==> src/rtl/execute_skid_buf_pkg.sv <==
// execute_skid_buf_pkg: decoded-bundle layout and skid FSM encoding shared by the execute skid buffer.
package execute_skid_buf_pkg;
    localparam int INST_TYPE_W = 3;
    localparam int ALU_OP_W    = 5;
    localparam int LSU_OP_W    = 4;
    localparam int CSR_OP_W    = 3;
    localparam int WSEL_W      = 3;
    localparam int WENA_W      = 1;
    localparam int WADDR_W     = 5;
    localparam int CSR_WENA_W  = 1;
    localparam int CSR_WADDR_W = 12;
    localparam int PC_W        = 64;
    localparam int IMM_W       = 64;
    localparam int RDATA_W     = 64;
    localparam int CSR_RDATA_W = 64;
    // Bundle is packed MSB-first, so offsets build up from csr_rdata at bit 0.
    localparam int CSR_RDATA_LSB = 0;
    localparam int RDATA2_LSB    = CSR_RDATA_LSB + CSR_RDATA_W;
    localparam int RDATA1_LSB    = RDATA2_LSB + RDATA_W;
    localparam int IMM_LSB       = RDATA1_LSB + RDATA_W;
    localparam int PC_LSB        = IMM_LSB + IMM_W;
    localparam int CSR_WADDR_LSB = PC_LSB + PC_W;
    localparam int CSR_WENA_LSB  = CSR_WADDR_LSB + CSR_WADDR_W;
    localparam int WADDR_LSB     = CSR_WENA_LSB + CSR_WENA_W;
    localparam int WENA_LSB      = WADDR_LSB + WADDR_W;
    localparam int WSEL_LSB      = WENA_LSB + WENA_W;
    localparam int CSR_OP_LSB    = WSEL_LSB + WSEL_W;
    localparam int LSU_OP_LSB    = CSR_OP_LSB + CSR_OP_W;
    localparam int ALU_OP_LSB    = LSU_OP_LSB + LSU_OP_W;
    localparam int INST_TYPE_LSB = ALU_OP_LSB + ALU_OP_W;
    localparam int EXU_BUNDLE_W  = INST_TYPE_LSB + INST_TYPE_W;

    typedef enum logic [1:0] {
        EMPTY = 2'd0,
        BUSY  = 2'd1,
        FULL  = 2'd2
    } skid_state_e;
endpackage

==> src/rtl/execute_payload_reg.sv <==
// execute_payload_reg: payload register with load enable and synchronous clear (clear wins).
module execute_payload_reg #(
    parameter int W = 8
) (
    input  logic         clock,
    input  logic         clear,
    input  logic         load,
    input  logic [W-1:0] d,
    output logic [W-1:0] q
);
    always_ff @(posedge clock)
        q <= clear ? '0 : load ? d : q;
endmodule

==> src/rtl/execute_skid_buf.sv <==
// execute_skid_buf: two-entry decode-to-execute skid buffer with registered in_ready/out_valid.
// Optional EXECUTE_SKID_FLUSH_EN adds flush_i to squash held bundles.
module execute_skid_buf
    import execute_skid_buf_pkg::*;
#(
    parameter int PAYLOAD_W = EXU_BUNDLE_W
) (
    input  logic                 clock,
    input  logic                 reset,
`ifdef EXECUTE_SKID_FLUSH_EN
    input  logic                 flush_i,
`endif
    input  logic                 in_valid,
    input  logic [PAYLOAD_W-1:0] in_payload,
    output logic                 in_ready,
    output logic                 out_valid,
    output logic [PAYLOAD_W-1:0] out_payload,
    input  logic                 out_ready
);
    skid_state_e           state, state_nxt;
    logic                  in_fire, out_fire;
    logic                  out_load, skid_load, out_sel_skid;
    logic [PAYLOAD_W-1:0]  skid_q;

    assign out_valid = state != EMPTY;
    assign in_ready  = state != FULL;
    assign in_fire   = in_valid & in_ready;
    assign out_fire  = out_valid & out_ready;

    always_ff @(posedge clock)
        state <= reset ? EMPTY : state_nxt;

    always_comb begin
        state_nxt    = state;
        out_load     = 1'b0;
        skid_load    = 1'b0;
        out_sel_skid = 1'b0;
        case (state)
            EMPTY: begin
                out_load  = in_fire;
                state_nxt = in_fire ? BUSY : EMPTY;
            end
            BUSY: begin
                out_load  = in_fire & out_fire;
                skid_load = in_fire & ~out_fire;
                state_nxt = skid_load ? FULL : (out_fire & ~in_fire) ? EMPTY : BUSY;
            end
            FULL: begin
                out_load     = out_fire;
                out_sel_skid = 1'b1;
                state_nxt    = out_fire ? BUSY : FULL;
            end
            default: state_nxt = EMPTY;
        endcase
`ifdef EXECUTE_SKID_FLUSH_EN
        if (flush_i) begin
            state_nxt = EMPTY;
            out_load  = 1'b0;
            skid_load = 1'b0;
        end
`endif
    end

    execute_payload_reg #(.W(PAYLOAD_W)) u_out_reg (
        .clock (clock),
        .clear (reset),
        .load  (out_load),
        .d     (out_sel_skid ? skid_q : in_payload),
        .q     (out_payload)
    );

    execute_payload_reg #(.W(PAYLOAD_W)) u_skid_reg (
        .clock (clock),
        .clear (reset),
        .load  (skid_load),
        .d     (in_payload),
        .q     (skid_q)
    );
endmodule

==> config.mk <==
export PLATFORM = sky130hd
export DESIGN_NAME = execute_skid_buf
export DESIGN_NICKNAME = d
export VERILOG_FILES = /design/src/rtl/execute_skid_buf_pkg.sv /design/src/rtl/execute_payload_reg.sv /design/src/rtl/execute_skid_buf.sv
export SDC_FILE = /design/constraint.sdc
export NUM_CORES = 2
export LEC_CHECK = 0
export ABC_AREA = 1
export BUFFER_PORTS_ARGS = -buffer_cell sky130_fd_sc_hd__buf_2
export CAP_MARGIN = 5
export CORE_AREA = 2 2 277 279
export CTS_BUF_LIST = sky130_fd_sc_hd__clkbuf_4 sky130_fd_sc_hd__clkbuf_8 sky130_fd_sc_hd__clkbuf_16
export CTS_CLUSTER_SIZE = 12
export DETAILED_ROUTE_END_ITERATION = 7
export DIE_AREA = 0 0 279 281
export GPL_ROUTABILITY_DRIVEN = 0
export RECOVER_POWER = 100
export SYNTH_ARGS = -nofsm -noshare
export SYNTH_HDL_FRONTEND = slang
export SYNTH_SLANG_ARGS = --single-unit
==> constraint.sdc <==
create_clock -name clock -period 4.1 [get_ports clock]
set_input_delay 0 -clock clock [delete_from_list [all_inputs] [get_ports clock]]
set_output_delay 0 -clock clock [all_outputs]
set_load 0.01 [all_outputs]
=== Word-level counts from Yosys, hierarchy flattened ===
Index checks and enable logic that the tools add are counted.

* Output and inout port bits: 359
* Bits of input ports: 361
* Register bits after elaboration: 716

* Bitwise operators: 7
* Eq/ne operators: 3
* Multiplexer cells: 9
* Reductions and logical operators: 2

{| class="wikitable"
|+ Operators by type and width
! operator !! number
|-
| $mux W357 || 1
|-
| $pmux W2 S3 || 1
|-
| $and A1 B1 Y1 || 5
|-
| $mux W1 || 4
|-
| $mux W2 || 2
|-
| $pmux W1 S3 || 1
|-
| $eq A2 B1 Y1 const B || 1
|-
| $eq A2 B2 Y1 const B || 1
|-
| $logic_not A2 Y1 || 1
|-
| $ne A2 B2 Y1 const B || 1
|-
| $not A1 Y1 || 2
|-
| $reduce_bool A2 Y1 || 1
|}

=== Longest topological paths before layout ===
* Depth in word-level cells: 7
* Gate-level depth with buffers: 13
* Gate-level depth less buffers: 8

=== Cells and area by module ===
From an unflattened synthesis, not the netlist that was laid out.

* Cell total of the unflattened synthesis: 5736
* Area total of the unflattened synthesis: 33982.6 sq um

{| class="wikitable"
|+ Modules (own cells, without submodules)
! module !! cells each !! times used !! area an instance (sq um)
|-
| execute_payload_reg || 2261 || 2 || 14403.8
|-
| execute_skid_buf || 1214 || 1 || 5175.0
|}

=== Worst setup path before layout ===
OpenSTA, ideal clock, no wires.

* Kind: register to register
* From: reg state[1]
* To: reg u_out_reg.q[296]
* Stages on the path, launching flop included: 12
* Buffers on the path: 5
* Arrival: 1.847 ns
* Path slack: 2.140 ns
* Setup time: 0.113 ns
* Path through: dfxtp_1 -> buf_4 -> clkbuf_1 -> a21oi_1 -> ha_1 -> nand3_1 -> nand3_1 -> buf_4 -> buf_4 -> buf_2 -> nor2_1 -> nor2_1

* Longest elaborated chain between the ends: 4

{| class="wikitable"
|+ RTL lines
! what !! RTL line !! RTL
|-
| start: declaration || execute_skid_buf.sv:20 || <nowiki>skid_state_e state, state_nxt;</nowiki>
|-
| start signal: assignment || execute_skid_buf.sv:31 || <nowiki>state <= reset ? EMPTY : state_nxt;</nowiki>
|-
| $ne A2 B2 Y1 / $reduce_bool A2 Y1 (equally long branches) || execute_skid_buf.sv:26, execute_skid_buf.sv:25 ||
|-
| $and A1 B1 Y1 (on tied branches) || execute_skid_buf.sv:27, execute_skid_buf.sv:28 ||
|-
| $and A1 B1 Y1 || execute_skid_buf.sv:44 || <nowiki>out_load = in_fire & out_fire;</nowiki>
|-
| $pmux W1 S3 || execute_skid_buf.sv:38 || <nowiki>case (state)</nowiki>
|-
| end signal: assignment || execute_payload_reg.sv:12 || <nowiki>q <= clear ? '0 : load ? d : q;</nowiki>
|-
| end: declaration || execute_payload_reg.sv:9 || <nowiki>output logic [W-1:0] q</nowiki>
|}

Several ways; a longest one is shown, not always the timed one.
A chain may end at the register's enable or synchronous reset.

=== Worst setup path after layout ===
* From: reg state[0]
* To: reg u_out_reg.q[247]

The elaborated chain is that of the path after synthesis.

==> results.md <==
- The via count is 33187.
- The core region is 75440 um2.
- The signal on the critical path passes through inv_8 -> nand3_1 -> nand3_4 -> clkbuf_1 -> clkbuf_2 -> nand2_1 -> nand2_1 -> nor2_1.
- Measured along the y axis, the die boundary spans 281 um.
- For this design, the sink count on the clock tree is 716.
- In this design, the largest share of critical-path delay is due to buffers and inverters.
- The leakage power summed over all cells is 0.02037 uW.
- At the end of the flow, the number of nets in the layout was 6256.
- In the routed layout, each cell is associated on average with a via count of 4.772.
- The worst path needs 3223 ps of the cycle, external delays included.
- The capturing point of the worst reg2reg path is u_out_reg.q[247].
- The main combinational cell family by area after synthesis is simple AND/OR/NAND/NOR gates.
- The clock latency at the later pin of the worst-skew pair is 640 ps.
- The worst hold path belongs to the class input pin to flip-flop.
- The run finished with clean final reports.
- The area of the mapped netlist is 31800 um2.
- Across the run, the number of max-cap violations was 0.
- The die extent in x is 279 um.
- The tree is rooted in a sky130_fd_sc_hd__clkbuf_16.
- The maximum clock frequency is 0.3103 GHz.
- The share of the synthesized area in compound gates (AO/OA/AOI/OAI) was 0.05666.
- The cell seen most often among critical-path stages is sky130_fd_sc_hd__nand2_1.
- STA classifies the critical path endpoint as a flip-flop.
- During placement, the flow inserted port buffers numbering 719.
- The startpoint identified for the worst hold timing path is in_payload[46].
- The initialized floorplan defines 101 standard-cell rows.
- The count of unresolved DRC violations after routing is 0.
- The global-route total usage across every layer is 0.2603.
- Of the total synthesized cell area, the portion taken by full adders, half adders and majority gates is 0.0003935.
- The setup skew after layout is 30.11 ps.
- The signed area change from the synthesized netlist to the final layout is 30.71%.
- Data on the critical path arrives at its endpoint at 3740 ps.
- For this design the top-level I/O count stands at 720.
- Counting the buffers created by CTS gives 81.
- Adding up every negative setup slack in the final design gives 0 ps.
- The number of hold violations in the final report is 0.
- For this run, the slowest stage of the critical path takes 780 ps.
- In the synthesized netlist, the number of instances is 5022.
- Setup repair after global routing left no endpoint under its margin.
- Dividing the synthesized area by the synthesized cell count gives 6.332 um2.
- The data required time of the critical path is 4620 ps.
- The multiplexer fraction of the synthesized cell area is 0.
- The total length of routed wires is 106300 um.
- For this run, the number of Yosys warnings is 0.
- The CTS tree is yes.
- Entering global routing, the biggest net connects 188 pins.
- The starting density of the core is 0.4215.
- The number of buffers on the longest clock path is 3.
- In this run the worst setup path terminates at u_out_reg.q[247].
- IR analysis of the VDD net gives a maximum drop of 0.0003490 V.
- Of the total synthesized cell area, the portion taken by XOR and XNOR cells is 0.
- The number of distinct library cells after synthesis is 18.
- The critical register-to-register path startpoint is state[0].
- The die outline area is 78400 um2.
- The critical-path cell with the highest stage delay is sky130_fd_sc_hd__clkbuf_1.
- The count of nets left with antenna violations once routing finished came out at 0.
- The critical path starts at state[0].
- The total number of cells along the worst setup path is 8.
- The HPWL after detailed placement is 65520 um.
- The H-tree was split into 3 levels.
- The overall power is 18080 uW.
- The critical path start-end classification is flip-flop to flip-flop.
- The simple-gate portion of the synthesized area is 0.3952.
- The number of antenna violations at the first check in global routing is 24.
- The final setup violation count is 0.
- The first TritonRoute pass finished after 6 iterations.
- Dividing the final minimum period by the clock period gives 0.7861.
- Dividing total power by cell area gives a power density of 434.9 nW/um2.
- The via count of the first global-routing pass is 30673.
- The peak fanout along the critical path is 109.
- The detailed router finished its first iteration with 2388 violations.
- The clock-pin slew of the registers on the worst-case setup and hold paths is 70 ps.
- The startpoint class of the critical path is a flip-flop.
- Of the cells placed in the final design, the portion with a size suffix greater than 1 is 0.09364.
- The filler cells instantiated in the layout total 7749.
- For this run, the register share of the synthesized area comes to 0.4508.
- In this run the tightest slew margin relative to its limit is 0.01384.
- On the final layout, the worst hold slack is 155.2 ps.
- After global routing the overflow that remains totals 0.
- After synthesis the netlist holds a flip-flop and latch count of 716.
- The synthesized netlist net count is 5384.
- The worst reg2reg path depth is 8.
- The setup slack of the worst register-to-register path is 880 ps.
- The count of final max-slew check failures came to 0.
- The first global-routing pass estimated 165800 um of wire.
- At the pin with the least slew margin, the transition time is 1479 ps.
- The number of buffer and inverter instances along the worst setup path is 3.
- After detailed routing, the average wire length per cell comes to 15.28 um.
==> state kept, by name (all words and copies together), names as in the netlist <==
register / cells
u_skid_reg.q: 357
state: 2
u_out_reg.q: 357
==> power by group <==
group / leakage (uW) / switching (uW) / internal [uW]
combinational: 0.0131 / 1750 / 1090
sequential: 0.00588 / 338 / 7470
clock: 0.00140 / 3030 / 4400
==> final cells by class <==
type,instances,area [um2],share of cell area
antenna,18,45.04,0.001084
clock buffer,128,2582,0.06213
clock inverter,20,177.7,0.004275
inverter,365,1393,0.03350
multi-input combinational,3586,14410,0.3466
sequential,716,14340,0.3449
tap,978,1224,0.02944
timing repair buffer,1144,7400,0.1780
==> worst min path at each step <==
| stage | to | slack (ps) | cells past startpoint |
|---|---|---|---|
| final | u_skid_reg.q[46] | 160 | 4 |
| after global routing | u_skid_reg.q[65] | 170 | 4 |
| after CTS | u_skid_reg.q[46] | 120 | 4 |
| after detailed placement | u_skid_reg.q[313] | 270 | 3 |
| after global placement | u_skid_reg.q[312] | 260 | 3 |
| after floorplan | state[1] | 70 | 1 |
==> cells in the mapped netlist <==
cell type	number	area share
sky130_fd_sc_hd__nor2_1	1431	0.17
sky130_fd_sc_hd__inv_1	363	0.043
sky130_fd_sc_hd__inv_2	2	0.00024
sky130_fd_sc_hd__dfxtp_1	716	0.45
sky130_fd_sc_hd__ha_1	1	0.00039
sky130_fd_sc_hd__a21oi_1	2	0.00031
sky130_fd_sc_hd__clkbuf_2	1	0.00016
sky130_fd_sc_hd__buf_2	175	0.028
sky130_fd_sc_hd__nand2_2	1	0.00020
sky130_fd_sc_hd__o21ai_1	2	0.00031
sky130_fd_sc_hd__nand3_1	361	0.057
sky130_fd_sc_hd__clkbuf_1	133	0.016
sky130_fd_sc_hd__nor3_1	1	0.00016
sky130_fd_sc_hd__o21ai_0	356	0.056
sky130_fd_sc_hd__nand3_2	1	0.00031
sky130_fd_sc_hd__buf_4	43	0.010
sky130_fd_sc_hd__buf_1	3	0.00035
sky130_fd_sc_hd__nand2_1	1430	0.17
==> metal layers <==
layer,vias up,wire length [um],global-route usage
li1,16992,-,-
met1,14962,44220,0.3173
met2,948,50720,0.4381
met3,271,6586,0.05520
met4,14,4644,0.1235
met5,-,93,0
==> layout by cell type, fill, tap and decap left out, types with 2 or more instances in the layout <==
cell type	Yosys	final
sky130_fd_sc_hd__o21ai_0	356	356
sky130_fd_sc_hd__clkinv_2	0	14
sky130_fd_sc_hd__clkbuf_8	0	24
sky130_fd_sc_hd__nand3_4	0	2
sky130_fd_sc_hd__buf_4	43	23
sky130_fd_sc_hd__diode_2	0	18
sky130_fd_sc_hd__a21oi_1	2	2
sky130_fd_sc_hd__inv_8	0	3
sky130_fd_sc_hd__buf_2	175	361
sky130_fd_sc_hd__nand2_1	1430	1430
sky130_fd_sc_hd__inv_1	363	362
sky130_fd_sc_hd__clkinv_8	0	3
sky130_fd_sc_hd__clkbuf_1	133	366
sky130_fd_sc_hd__dfxtp_1	716	715
sky130_fd_sc_hd__buf_12	0	13
sky130_fd_sc_hd__clkbuf_16	0	84
sky130_fd_sc_hd__clkbuf_2	1	5
sky130_fd_sc_hd__o21ai_1	2	2
sky130_fd_sc_hd__nor2_1	1431	1431
sky130_fd_sc_hd__nand3_1	361	360
sky130_fd_sc_hd__dlygate4sd3_1	0	375
sky130_fd_sc_hd__clkbuf_4	0	21
==> per-stage QoR <==
step           instance area, um2  setup slack, ps  utilization  std cells
6_report                    41560            876.9       0.5509       6955
3_5_place_dp                35540             1315       0.4711       6414
4_1_cts                     42060             1188       0.5575       6937
3_3_place_gp                35540             1381       0.4711       6414
5_1_grt                     41560            522.7       0.5509       6954
2_1_floorplan               31800             2140            -       5022
==> logic make-up (layout without fill, tap and decap cells) <==
group | Yosys count | count (layout)
other | 0 | 18
adder cells (fa/ha/maj) | 1 | 1
flip-flops | 716 | 716
buffers and inverters | 720 | 1657
AND/OR/NAND/NOR | 3225 | 3225
AO/OA/AOI/OAI | 360 | 360
==> repair_timing <==
action | in CTS | in global routing
endpoints found under the setup margin | 0 | 0
setup buffers | 0 | 0
hold endpoints to repair | 716 | 0
hold buffers | 375 | 0
resized for setup | 0 | 0
==> worst min-delay path: cells and delay by family <==
family | cells | cell delay (ps)
compound gates | 1 | 70
buf+inv | 2 | 610
simple gates | 1 | 80
Note: power is estimated with default switching activity, not from simulation.
